`config.mk`:
```
export PLATFORM = sky130hd
export DESIGN_NAME = id_ex_skid
export DESIGN_NICKNAME = d
export VERILOG_FILES = /design/src/rtl/id_ex_skid_pkg.sv /design/src/rtl/id_ex_skid_reg.sv /design/src/rtl/id_ex_skid.sv
export SDC_FILE = /design/constraint.sdc
export NUM_CORES = 1
export LEC_CHECK = 0
export CELL_PAD_IN_SITES_DETAIL_PLACEMENT = 0
export CELL_PAD_IN_SITES_GLOBAL_PLACEMENT = 1
export CORE_MARGIN = 1
export CORE_UTILIZATION = 40
export DETAILED_ROUTE_END_ITERATION = 7
export GPL_TIMING_DRIVEN = 0
export PLACE_DENSITY = 0.81
export SLEW_MARGIN = 40
export SYNTH_ARGS = -nofsm -noshare
export SYNTH_HDL_FRONTEND = slang
export SYNTH_SLANG_ARGS = --single-unit
export TNS_END_PERCENT = 10
```
`constraint.sdc`:
```
create_clock -name clk_i -period 11.2 [get_ports clk_i]
set_input_delay 1.12 -clock clk_i [delete_from_list [all_inputs] [get_ports clk_i]]
set_output_delay 1.12 -clock clk_i [all_outputs]
set_load 0.05 [all_outputs]
```
`src/rtl/id_ex_skid_pkg.sv`:
```
// Shared decode/execute definitions: widths, R-type encodings and the canonical NOP.
package id_ex_skid_pkg;

  localparam int unsigned DATA_WIDTH_DEF  = 32;
  localparam int unsigned RDATA_WIDTH_DEF = 32;

  localparam logic [6:0] OPC_OP     = 7'b0110011;
  localparam logic [6:0] OPC_OP_IMM = 7'b0010011;
  localparam logic [2:0] F3_ADD_SUB = 3'b000;

  // addi x0,x0,0
  localparam logic [31:0] INST_NOP = 32'h00000013;

  typedef enum logic [1:0] {
    ST_EMPTY = 2'd0,
    ST_ONE   = 2'd1,
    ST_FULL  = 2'd2
  } skid_state_e;

endpackage

```
`src/rtl/id_ex_skid_reg.sv`:
```
// Single-entry register with a valid bit; only the valid bit is reset.
module skid_reg #(
  parameter int unsigned WIDTH = 8
) (
  input  logic             clk_i,
  input  logic             rst_i,
  input  logic             clr_i,
  input  logic             load_i,
  input  logic [WIDTH-1:0] data_i,
  output logic             valid_o,
  output logic [WIDTH-1:0] data_o
);

  logic             valid_q, valid_d;
  logic [WIDTH-1:0] data_q;

  always_comb begin
    valid_d = valid_q;
    if (clr_i)       valid_d = 1'b0;
    else if (load_i) valid_d = 1'b1;
  end

  always_ff @(posedge clk_i) begin
    if (rst_i) valid_q <= 1'b0;
    else       valid_q <= valid_d;
  end

  always_ff @(posedge clk_i) begin
    if (load_i) data_q <= data_i;
  end

  assign valid_o = valid_q;
  assign data_o  = data_q;

endmodule

```
`src/rtl/id_ex_skid.sv`:
```
// Decode-to-execute pipeline register with a two-entry skid buffer and flush.
module id_ex_skid
  import id_ex_skid_pkg::*;
#(
  parameter int unsigned             DATA_WIDTH = DATA_WIDTH_DEF,
  parameter int unsigned             INST_WIDTH = RDATA_WIDTH_DEF,
  parameter logic [INST_WIDTH-1:0]   NOP_INST   = INST_WIDTH'(INST_NOP)
) (
  input  logic                  clk_i,
  input  logic                  rst_i,
  input  logic                  flush_i,
  input  logic                  in_valid_i,
  output logic                  in_ready_o,
  input  logic [DATA_WIDTH-1:0] op1_i,
  input  logic [DATA_WIDTH-1:0] op2_i,
  input  logic [INST_WIDTH-1:0] inst_i,
  output logic                  out_valid_o,
  input  logic                  out_ready_i,
  output logic [DATA_WIDTH-1:0] op1_o,
  output logic [DATA_WIDTH-1:0] op2_o,
  output logic [INST_WIDTH-1:0] inst_o,
  output logic [1:0]            occupancy_o
);

  localparam int unsigned EW = 2 * DATA_WIDTH + INST_WIDTH;

  logic          main_v, skid_v;
  logic [EW-1:0] main_q, skid_q, in_entry, main_din;
  logic          main_load, main_clr, skid_load, skid_clr;
  logic          accept, fire;
  skid_state_e   state;

  assign in_entry = {inst_i, op2_i, op1_i};

  always_comb begin
    if (skid_v)      state = ST_FULL;
    else if (main_v) state = ST_ONE;
    else             state = ST_EMPTY;
  end

  assign in_ready_o  = ~skid_v & ~rst_i;
  assign accept      = in_valid_i & in_ready_o;
  assign out_valid_o = main_v;
  assign fire        = main_v & out_ready_i;

  always_comb begin
    main_load = 1'b0;
    main_clr  = 1'b0;
    skid_load = 1'b0;
    skid_clr  = 1'b0;
    main_din  = in_entry;
    unique case (state)
      ST_EMPTY: main_load = accept;
      ST_ONE: begin
        if (fire & accept)       main_load = 1'b1;
        else if (fire)           main_clr  = 1'b1;
        else if (accept)         skid_load = 1'b1;
      end
      ST_FULL: begin
        if (fire) begin
          main_load = 1'b1;
          main_din  = skid_q;
          skid_clr  = 1'b1;
        end
      end
      default: ;
    endcase
    // Flush overrides any same-cycle accept; a same-cycle fire already completed.
    if (flush_i) begin
      main_load = 1'b0;
      skid_load = 1'b0;
      main_clr  = 1'b1;
      skid_clr  = 1'b1;
    end
  end

  skid_reg #(.WIDTH(EW)) u_main (
    .clk_i   (clk_i),
    .rst_i   (rst_i),
    .clr_i   (main_clr),
    .load_i  (main_load),
    .data_i  (main_din),
    .valid_o (main_v),
    .data_o  (main_q)
  );

  skid_reg #(.WIDTH(EW)) u_skid (
    .clk_i   (clk_i),
    .rst_i   (rst_i),
    .clr_i   (skid_clr),
    .load_i  (skid_load),
    .data_i  (in_entry),
    .valid_o (skid_v),
    .data_o  (skid_q)
  );

  assign op1_o       = main_v ? main_q[DATA_WIDTH-1:0]            : '0;
  assign op2_o       = main_v ? main_q[2*DATA_WIDTH-1:DATA_WIDTH] : '0;
  assign inst_o      = main_v ? main_q[EW-1:2*DATA_WIDTH]         : NOP_INST;
  assign occupancy_o = {1'b0, main_v} + {1'b0, skid_v};

endmodule

```
After elaboration in Yosys (flattened, before gate mapping)
Index checks and enable logic that the tools add are counted.
{"block": "totals", "wordCells": 37, "output_inout_bits": 100, "inputBits": 101, "register_bits": 194}
{"block": "classes", "n_bitwise": 6, "n_mux": 21, "reduce_logical": 3, "n_addsub": 1, "n_eq_ne": 2}
{"cell": "$mux W96", "n": 2}
{"cell": "$mux W32", "n": 3}
{"cell": "$mux W1", "n": 14}
{"cell": "$and A1 B1 Y1", "n": 4}
{"cell": "$reduce_or A2 Y1", "n": 2}
{"cell": "$pmux W1 S3", "n": 1}
{"cell": "$add A1 B1 Y2", "n": 1}
{"cell": "$eq A2 B1 Y1 const B", "n": 1}
{"cell": "$eq A2 B2 Y1 const B", "n": 1}
{"cell": "$logic_not A2 Y1", "n": 1}
{"cell": "$mux W2", "n": 1}
{"cell": "$not A1 Y1", "n": 2}

Logic depth before layout (Yosys ltp)
Gate-level depths: netlist of the first run.
{"block": "depth", "word_depth": 8, "depth_mapped": 7, "depth_no_buf": 5}

Hierarchy
From an unflattened synthesis of the first run, not the netlist that was laid out.
{"block": "unflattened", "hier_cells": 427, "area_unflattened_um2": 7753.7}
{"mod": "skid_reg", "instances": 2, "area_per_inst_um2": 2916.5, "seq_area_each_um2": 2902.8, "cells_per_inst": 99}
{"mod": "id_ex_skid", "instances": 1, "area_per_inst_um2": 1920.6, "seq_area_each_um2": 0.0, "cells_per_inst": 229}

Least setup slack after synthesis of the first run
Ideal clock, no wire load.
{"block": "synth_timing", "path_kind": "input-to-reg", "startpoint": "in out_ready_i", "endpoint": "reg u_main.data_q[0], in the netlist u_main.data_o[0], enable pin", "setup_time_ns": 0.704, "n_path_buf": 2, "required_time_ns": 10.496, "cell_stages": 4, "arrival_time_ns": 8.878, "setup_slack_ns": 1.618, "cell_sequence": "nand4b_2 buf_4 buf_6 a221oi_1"}
{"block": "synth_between", "elab_chain_len": 5, "elab_cells_between_ends": 6, "cone_classes": "4 x mux; 2 x bitwise"}
{"element": "from (decl)", "line_no": "id_ex_skid.sv:18", "text": "input logic out_ready_i,"}
{"element": "$and A1 B1 Y1 *", "line_no": "id_ex_skid.sv:44", "text": "assign fire = main_v & out_ready_i;"}
{"element": "$and A1 B1 Y1", "line_no": "id_ex_skid.sv:55", "text": "if (fire & accept) main_load = 1'b1;"}
{"element": "$mux W1", "line_no": "id_ex_skid.sv:55"}
{"element": "$pmux W1 S3 *", "line_no": "id_ex_skid.sv:52", "text": "unique case (state)"}
{"element": "$mux W1 *", "line_no": "id_ex_skid.sv:69", "text": "if (flush_i) begin"}
{"element": "via main_load", "line_no": "id_ex_skid.sv:29", "text": "logic main_load, main_clr, skid_load, skid_clr;"}
{"element": "to (signal assigned)", "line_no": "id_ex_skid_reg.sv:29", "text": "if (load_i) data_q <= data_i;"}
{"element": "to (decl)", "line_no": "id_ex_skid_reg.sv:15", "text": "logic [WIDTH-1:0] data_q;"}
Mark *: on every way through the listed nets, which the timed path passes. The rest lies on a longest branch.
A chain may end at the register's enable or synchronous reset.

Worst setup path in the final report of the first run
{"block": "layout_timing", "startpoint": "reg u_main.valid_q, in the netlist u_main.valid_o", "endpoint": "out occupancy_o[0]"}
{"block": "layout_between", "elab_chain_len": 1}
{"element": "from (decl)", "line_no": "id_ex_skid_reg.sv:14", "text": "logic valid_q, valid_d;"}
{"element": "from (signal assigned)", "line_no": "id_ex_skid_reg.sv:25", "text": "else valid_q <= valid_d;"}
{"element": "$add A1 B1 Y2", "line_no": "id_ex_skid.sv:100", "text": "assign occupancy_o = {1'b0, main_v} + {1'b0, skid_v};"}
{"element": "to (decl)", "line_no": "id_ex_skid.sv:22", "text": "output logic [1:0] occupancy_o"}
Every way passes these cells.

==> results by group, run 1 <==
Run status
  – Outcome: finished clean

Clocking
  – Clock tree sinks: 194
  – H-tree depth: 4
  – CTS max path bufs: 2
  – Clk pin slew, worst setup/hold paths: 60 ps
  – CTS root buf: clkbuf_16
  – Hold Buf Count CTS: 0
  – Buffer count from post-CTS setup fixing: 0
  – CTS tree: built
  – Post-CTS resize count: 0
  – Clk_lat worst skew: 420 ps
  – Num CTS Buffers: 17

Power
  – Max VDD drop: 100 µV
  – P_leak: 3.67 nW
  – PwrDens: 141 nW/µm²
  – Final Power: 1.52 mW

Route
  – Drt drc: 0
  – DRT Wirelength: 16.1 mm
  – Routed len/inst: 17.3 µm
  – Vias: 4398
  – 1st-iter DRT viols: 170
  – DRT antenna net count: 0
  – Pre-Repair DR Iteration Count: 4
  – Vias per inst: 4.72

Synthesis
  – Synth warn: 0
  – Cell count after synthesis: 428
  – Sequential area share after synthesis: 74.9%
  – Post-synthesis async set-or-reset flop share: 0%
  – Simple-gate share of the synthesized area: 8.61%
  – EDFF count, synth: 192
  – Yosys reg bits: 194
  – Post-Synth XOR/XNOR Area: 0%
  – Compound-gate portion of the synthesized area: 0.323%
  – Multiplexer share of the synthesized area: 14.0%
  – Top_reg_cell synth: edfxtp_1
  – Mapped cell area: 7750 µm²
  – Yosys cell types: 23
  – Avg Inst Size Synth: 18.1 µm²
  – Syn nets: 533
  – Largest family of logic cells by synthesized area: multiplexers
  – Post-synthesis adder-cell area fraction: 0.646%

Job
  – Number of max-cap violations: 0

GRT
  – Initial antenna violation count: 0
  – GR Util All Layers: 16.8%
  – Total gr overflow: 0
  – Largest net degree at the start of global routing: 35
  – First-pass GRT wire length: 25.4 mm
  – Number of global-route vias before repair: 4672
  – Met1 Use GR: 22.2%
  – Grt peak-use layer: met2
  – GR Util met3: 4.38%
  – Grt met2 use: 27.2%

Layout
  – Area delta synth->final: 39.3%
  – Final nets: 764
  – Most frequent cells in the layout: clkdlybuf4s50_1 (200), edfxtp_1 (192), and2_1 (93)
  – FILL cells: 1476
  – N_diodes: 0
  – Layout cells sized above 1: 19.3%
  – Layout Cells excl Fill: 932
  – Fin util: 57.3%
  – Commonest non-fill, non-tap cell in the layout: clkdlybuf4s50_1

Critical path
  – CP endpoint kind: output pin
  – Critical path class: register to output pin
  – Crit path DAT: 3090 ps
  – CP Max Fanout: 10
  – Critical path data required time: 10080 ps
  – CP Launch Type: register

Timing
  – Final worst setup slack: 6990 ps
  – FMAX: 0.238 GHz
  – Fin. max-slew vios: 0
  – Clock Skew: 8.27 ps
  – Final setup vio count: 0
  – Final cycle utilization of the critical path: 37.6%
  – Relative slew slack: 48.4%
  – Endpoints failing hold: 0
  – RSZ-0062 raised after global routing: false
  – Worst Tran Pin Value: 774 ps
  – Final Critical Period: 4210 ps

Place
  – Setup WS pre-CTS: 6910 ps
  – Gpl congestion: 0.773
  – Hpwl dp: 11.4 mm
  – Placed insts: 900
  – I/O Buffers: 200

Die
  – Total I/O pin count: 201
  – DIE AREA: 19900 µm²
  – Die X: 141 µm
  – Die height: 141 µm
  – Placeable Area: 18800 µm²
  – Starting Density: 41.1%
  – Cell Rows: 50

Worst hold path
  – Hold Crit Class: register to register
-- layout make-up --
type	count	area [µm²]	share of cell area, %
sequential	194	5810	53.8
inverter	3	11.3	0.104
multi-input combinational	210	1840	17.1
buffer	21	106	0.986
clock inverter	13	133	1.23
clock buffer	19	433	4.01
timing repair buffer	212	2130	19.8
tap	260	325	3.01
-- power breakdown --
part,switching (mW),total (mW),internal (mW)
registers,0.00264,0.814,0.812
logic,0.0579,0.119,0.0611
clock network,0.256,0.585,0.329
total,0.316,1.52,1.20
-- per-stage QoR --
stage          setup TNS (ps)  cell area [µm²]  hold WS [ps]
3_5_place_dp                0            10200           519
4_1_cts                     0            10800           535
2_1_floorplan               0             7750           501
3_3_place_gp          -319440            10100           508
6_report                    0            10800           532
5_1_grt                     0            10800           555
-- critical path: stages, from the launching register on --
cell and delay (ps):
dfxtp_1 490, clkbuf_1 630, clkbuf_1 350, inv_1 90
ha_1 290, clkdlybuf4s50_1 830
-- final timing paths --
check,startpoint,endpoint,slack [ps],cells after the start
setup / recovery,u_main.valid_o$_SDFFE_PP0P_,occupancy_o[0],6990,5
hold / removal,u_skid.data_o[87]$_DFFE_PP_,u_main.data_o[87]$_DFFE_PP_,530,1
setup reg to reg,u_skid.valid_o$_SDFFE_PP0P_,u_main.data_o[60]$_DFFE_PP_,7680,10
hold reg to reg,u_skid.data_o[87]$_DFFE_PP_,u_main.data_o[87]$_DFFE_PP_,530,1
-- sequential cells by signal, summed over array words and instances (netlist names) --
register	flops
u_main.valid_o	1
u_skid.valid_o	1
u_skid.data_o	96
u_main.data_o	96
-- routing by layer --
metal / up-vias / share of wire (%)
met1: 2184 / 43
met5: - / 0
li1: 2065 / -
met3: 13 / 6.4
met4: 0 / 0.95
met2: 136 / 49
-- kinds of logic (layout without fill, tap and decap cells) --
logic type | count (synthesis) | in the layout
compound gates | 4 | 4
fa+ha+maj | 4 | 4
buf+inv | 24 | 268
flops | 194 | 194
mux | 96 | 96
simple gates | 106 | 106
-- Yosys cell counts, types with 2 or more instances --
cell	instances	area share, %
edfxtp_1	192	74
and2_1	93	7.5
mux2_2	78	11
mux2_1	18	2.6
clkbuf_1	11	0.53
buf_2	7	0.45
ha_1	4	0.65
inv_1	3	0.15
nand2b_1	3	0.24
buf_6	2	0.29
dfxtp_1	2	0.52
nand2_1	2	0.097
nor2_1	2	0.097
nor4_1	2	0.16
No activity file was read; power rests on OpenSTA's default activity.
==> run 2: changes to the inputs <==
clock period = 4.4 ns   (was 11.2 ns; I/O delays follow)
==> results by group, run 2 (synthesized netlist as in run 1, its figures left out) <==
Run status
  – Outcome: finished clean

Power
  – Max VDD drop: 253 µV (+150%)
  – Sequential group share of total power: 52.5% (-1.1 points)
  – Sw Share: 22.0% (+1.2 points)
  – PwrDens: 364 nW/µm² (+160%)
  – Final Power: 3.95 mW (+160%)
  – Clock share of power: 39.8% (+1.3 points)
  – P_leak: 3.70 nW (+0.77%)
  – Logic gate share of total power: 7.7% (about the same)
  – Psw: 868 µW (+170%)
  – Power Internal: 3.08 mW (+160%)

Timing
  – RSZ-0062 raised after global routing: false
  – FMAX: 0.284 GHz
  – Worst Tran Pin Value: 713 ps (-61.1 ps)
  – Final Critical Period: 3530 ps
  – Fin. max-slew vios: 0 (unchanged)
  – Final worst setup slack: 873 ps (-6120 ps)
  – Relative slew slack: 52.5% (+4.1 points)
  – Final cycle utilization of the critical path: 80.2%
  – Clock Skew: 5.06 ps (-3.20 ps)
  – Final setup vio count: 0 (unchanged)
  – Endpoints failing hold: 0 (unchanged)

Layout
  – Layout cells sized above 1: 20.2% (+0.86 points)
  – Finished layout cell area: 10800 µm² (+0.52%)
  – Commonest non-fill, non-tap cell in the layout: clkdlybuf4s50_1
  – Final nets: 765 (+0.13%)
  – Area delta synth->final: 40.0%
  – N_diodes: 0 (unchanged)
  – Most frequent cells in the layout: clkdlybuf4s50_1 (200), edfxtp_1 (192), and2_1 (93)

Route
  – Vias: 4458 (+1.4%)
  – Pre-Repair DR Iteration Count: 4 (unchanged)
  – Vias per inst: 4.78 (+1.3%)
  – DRT Wirelength: 16.2 mm (+0.50%)
  – Routed len/inst: 17.3 µm (+0.39%)
  – DRT antenna net count: 0 (unchanged)
  – Drt drc: 0 (unchanged)
  – 1st-iter DRT viols: 241 (+42%)

Clocking
  – CTS tree: built
  – Num CTS Buffers: 17 (unchanged)
  – CTS max path bufs: 2 (unchanged)
  – Clk_lat worst skew: 420 ps (about the same)
  – Buffer count from post-CTS setup fixing: 0 (unchanged)
  – CTS root buf: clkbuf_16
  – Clock tree sinks: 194 (unchanged)
  – H-tree depth: 4 (unchanged)
  – Post-CTS resize count: 0 (unchanged)
  – Clk pin slew, worst setup/hold paths: 70 ps (about the same)
  – Hold Buf Count CTS: 0 (unchanged)

GRT
  – Largest net degree at the start of global routing: 32 (-8.6%)
  – Initial antenna violation count: 0 (unchanged)
  – Total gr overflow: 0 (unchanged)
  – Number of global-route vias before repair: 4575 (-2.1%)
  – GR Util All Layers: 16.9% (+0.11 points)
  – First-pass GRT wire length: 25.3 mm (-0.17%)

Place
  – Hpwl dp: 11.2 mm (-1.7%)
  – Gpl congestion: 0.716 (-7.3%)
  – I/O Buffers: 200 (unchanged)
  – Setup WS pre-CTS: 903 ps (-6010 ps)
  – Placed Area: 10200 µm² (+0.23%)

Die
  – Total I/O pin count: 201 (unchanged)
  – DIE AREA: 19900 µm² (unchanged)
  – Die height: 141 µm (unchanged)
  – Starting Density: 41.1% (unchanged)
  – Placeable Area: 18800 µm² (unchanged)
  – Die X: 141 µm (unchanged)
  – Cell Rows: 50 (unchanged)

Critical path
  – Critical path class: register to output pin
  – CP Launch Type: register
  – CP Max Fanout: 10 (unchanged)
  – CP endpoint kind: output pin
  – Critical path data required time: 3960 ps (-6120 ps)
  – Crit path DAT: 3090 ps (about the same)

Job
  – Number of max-cap violations: 0 (unchanged)

Worst hold path
  – Hold Crit Class: register to register
-- run 2: final timing paths --
| kind | to | cells past startpoint | start | slack, ps |
|---|---|---|---|---|
| setup / recovery | occupancy_o[0] | 5 | u_main.valid_o$_SDFFE_PP0P_ | 870 |
| hold / removal | u_main.data_o[80]$_DFFE_PP_ | 1 | u_skid.data_o[80]$_DFFE_PP_ | 530 |
| setup reg to reg | u_main.data_o[64]$_DFFE_PP_ | 10 | u_skid.valid_o$_SDFFE_PP0P_ | 950 |
| hold reg to reg | u_main.data_o[80]$_DFFE_PP_ | 1 | u_skid.data_o[80]$_DFFE_PP_ | 530 |
-- run 2: layout make-up --
| type | count | area (µm²) |
|---|---|---|
| multi-input combinational | 210 | 1840 |
| clock buffer | 17 | 425 |
| clock inverter | 15 | 173 |
| sequential | 194 | 5810 |
| fill | 1443 | 7980 |
| timing repair buffer | 213 | 2160 |
| inverter | 3 | 11.3 |
| tap | 260 | 325 |
| buffer | 21 | 106 |
-- run 2: layer usage --
layer	track usage, %	vias to the layer above	wire length, µm
met3	4.82	20	968
li1	-	2065	-
met5	0	-	0
met2	26.8	155	7640
met4	6.12	0	266
met1	22.3	2218	7280
-- run 2: critical path: stages (launching register included) --
cell,delay (ps)
dfxtp_1,510
clkbuf_1,590
clkbuf_1,360
inv_1,80
ha_1,280
clkdlybuf4s50_1,820
-- run 2: metrics by stage --
step	hold WS [ps]	utilization (%)	std cells	setup TNS [ps]
global placement	509	53.6	888	-229100
global route	543	57.6	933	0
CTS	531	57.6	933	0
finish	525	57.6	933	0
detailed placement	517	54.4	901	0
floorplan	501	-	428	0
-- run 2: power by group through the flow --
stage                     logic [mW]  registers (mW)  clock network (mW)
after floorplan                0.136            2.12                   0
after global placement         0.289            2.12                   0
after detailed placement       0.305            2.11                   0
after CTS                      0.307            2.07                1.61
after global routing           0.322            2.07                1.69
final                          0.304            2.07                1.57
==> run 3: changes to the inputs <==
clock period = 3.5 ns   (was 4.4 ns; I/O delays follow)
==> results by group, run 3 (synthesized netlist as in run 1, its figures left out) <==
Run status
  – Outcome: finished clean

Power
  – Max VDD drop: 326 µV (+29%)
  – Power Internal: 3.77 mW (+23%)
  – P_leak: 3.70 nW (-0.11%)
  – PwrDens: 440 nW/µm² (+21%)
  – Sw Share: 21.2% (-0.83 points)
  – Sequential group share of total power: 54.4% (+1.9 points)
  – Logic gate share of total power: 8.1% (+0.4 points)
  – Psw: 1.01 mW (+17%)
  – Clock share of power: 37.5% (-2.3 points)

Timing
  – Total negative slack: 0 ps (unchanged)
  – RSZ-0062 raised after global routing: false
  – Final setup vio count: 0 (unchanged)
  – Endpoints failing hold: 0 (unchanged)
  – Worst Tran Pin Value: 554 ps (-159 ps)
  – Fin. max-slew vios: 0 (unchanged)
  – Final cycle utilization of the critical path: 80.8%
  – FMAX: 0.353 GHz
  – Clock Skew: 6.87 ps (+1.81 ps)
  – Final Critical Period: 2830 ps
  – Relative slew slack: 63.0% (+11 points)

Critical path
  – Critical path class: register to register
  – Critical path data required time: 3630 ps (-330 ps)
  – CP endpoint kind: register
  – CP Max Fanout: 10 (unchanged)
  – R2R depth: 10 (unchanged)
  – CP Launch Type: register
  – Crit path DAT: 2960 ps (-130 ps)

Clocking
  – H-tree depth: 4 (unchanged)
  – Clock tree sinks: 194 (unchanged)
  – Buffer count from post-CTS setup fixing: 0 (unchanged)
  – Post-CTS resize count: 0 (unchanged)
  – CTS root buf: clkbuf_16
  – Clk pin slew, worst setup/hold paths: 70 ps (about the same)
  – Hold Buf Count CTS: 0 (unchanged)
  – CTS max path bufs: 2 (unchanged)
  – Clk_lat worst skew: 420 ps (about the same)
  – CTS tree: built
  – Num CTS Buffers: 17 (unchanged)

Layout
  – N_diodes: 0 (unchanged)
  – Finished layout cell area: 10900 µm² (+0.25%)
  – Commonest non-fill, non-tap cell in the layout: clkdlybuf4s50_1
  – Area delta synth->final: 40.4%
  – FILL cells: 1478 (+2.4%)
  – Layout cells sized above 1: 20.4% (+0.18 points)
  – Final nets: 765 (unchanged)
  – Most frequent cells in the layout: clkdlybuf4s50_1 (200), edfxtp_1 (192), and2_1 (93)

Route
  – Pre-Repair DR Iteration Count: 4 (unchanged)
  – Routed len/inst: 17.4 µm (+0.70%)
  – Vias: 4378 (-1.8%)
  – 1st-iter DRT viols: 244 (+1.2%)
  – DRT Wirelength: 16.3 mm (+0.59%)
  – Vias per inst: 4.70 (-1.7%)
  – DRT antenna net count: 0 (unchanged)
  – Drt drc: 0 (unchanged)

Place
  – Gpl congestion: 0.727 (+1.5%)
  – Hpwl dp: 11.5 mm (+2.2%)
  – Placed Area: 10300 µm² (+0.94%)
  – I/O Buffers: 200 (unchanged)

GRT
  – Largest net degree at the start of global routing: 36 (+13%)
  – Number of global-route vias before repair: 4783 (+4.5%)
  – Total gr overflow: 0 (unchanged)
  – GR Util All Layers: 17.4% (+0.44 points)
  – Initial antenna violation count: 0 (unchanged)
  – First-pass GRT wire length: 26.0 mm (+2.5%)

Die
  – DIE AREA: 19900 µm² (unchanged)
  – Cell Rows: 50 (unchanged)
  – Die height: 141 µm (unchanged)
  – Starting Density: 41.1% (unchanged)
  – Die X: 141 µm (unchanged)
  – Total I/O pin count: 201 (unchanged)
  – Placeable Area: 18800 µm² (unchanged)

Worst hold path
  – Hold Crit Class: input port to register
  – Hold Path Stages: 1 (unchanged)

Job
  – Number of max-cap violations: 0 (unchanged)
## run 3: cell types whose count changed in the layout (fill, tap and decap cells not counted), moves of 3 or more
| cell | delta |
|---|---|
| clkinv_4 | -3 |
| clkinvlp_4 | +3 |
| clkbuf_1 | +3 |
| buf_8 | +3 |
| inv_8 | -3 |
## run 3: path summary, 6_finish.rpt
| path | startpoint | to | slack, ps |
|---|---|---|---|
| worst max-delay path | u_skid.valid_o$_SDFFE_PP0P_ | u_main.data_o[3]$_DFFE_PP_ | 670 |
| worst min-delay path | op1_i[22] | u_skid.data_o[22]$_DFFE_PP_ | 510 |
| worst max register to register | u_skid.valid_o$_SDFFE_PP0P_ | u_main.data_o[3]$_DFFE_PP_ | 670 |
| worst min register to register | u_skid.data_o[86]$_DFFE_PP_ | u_main.data_o[86]$_DFFE_PP_ | 530 |
## run 3: critical path, stage by stage, from the launching register on
cell,delay (ps)
dfxtp_4,420
inv_4,70
ha_4,170
nand4b_4,270
buf_6,230
buf_8,150
a221oi_4,470
buf_8,220
buf_8,160
buf_6,170
buf_4,210
## run 3: area by class of cell
| class | instances | area, µm² | area share, % |
|---|---|---|---|
| Sequential cell | 194 | 5810 | 53.5 |
| Tap cell | 260 | 325 | 2.99 |
| Timing Repair Buffer | 213 | 2170 | 20.0 |
| Clock inverter | 9 | 85.1 | 0.782 |
| Buffer | 21 | 134 | 1.23 |
| Inverter | 3 | 16.3 | 0.150 |
| Clock buffer | 22 | 444 | 4.08 |
| Multi-Input combinational cell | 210 | 1880 | 17.3 |
## run 3: metal layers
| metal | wire length, µm | global-route usage [%] |
|---|---|---|
| met1 | 7080 | 22.3 |
| met2 | 7890 | 28.1 |
| met3 | 1080 | 4.96 |
| met4 | 202 | 6.46 |
| met5 | 0 | 0 |
## run 3: per-stage QoR
stage               util [%]  cells  total power, mW  worst slack [ps]  hold slack, ps
global route            57.7    932             4.95               502             481
detailed placement      54.9    901             3.05               337             515
floorplan                  -    428             2.83              -447             417
CTS                     57.7    932             4.85               585             474
finish                  57.7    932             4.79               670             505
global placement        54.0    888             3.03             -2170             509
## run 3: power groups by stage
stage / combinational [mW] / sequential (mW) / clock (mW)
after floorplan: 0.176 / 2.66 / 0
after global placement: 0.368 / 2.66 / 0
after detailed placement: 0.389 / 2.66 / 0
after CTS: 0.392 / 2.61 / 1.85
after global routing: 0.413 / 2.61 / 1.93
final: 0.387 / 2.61 / 1.79
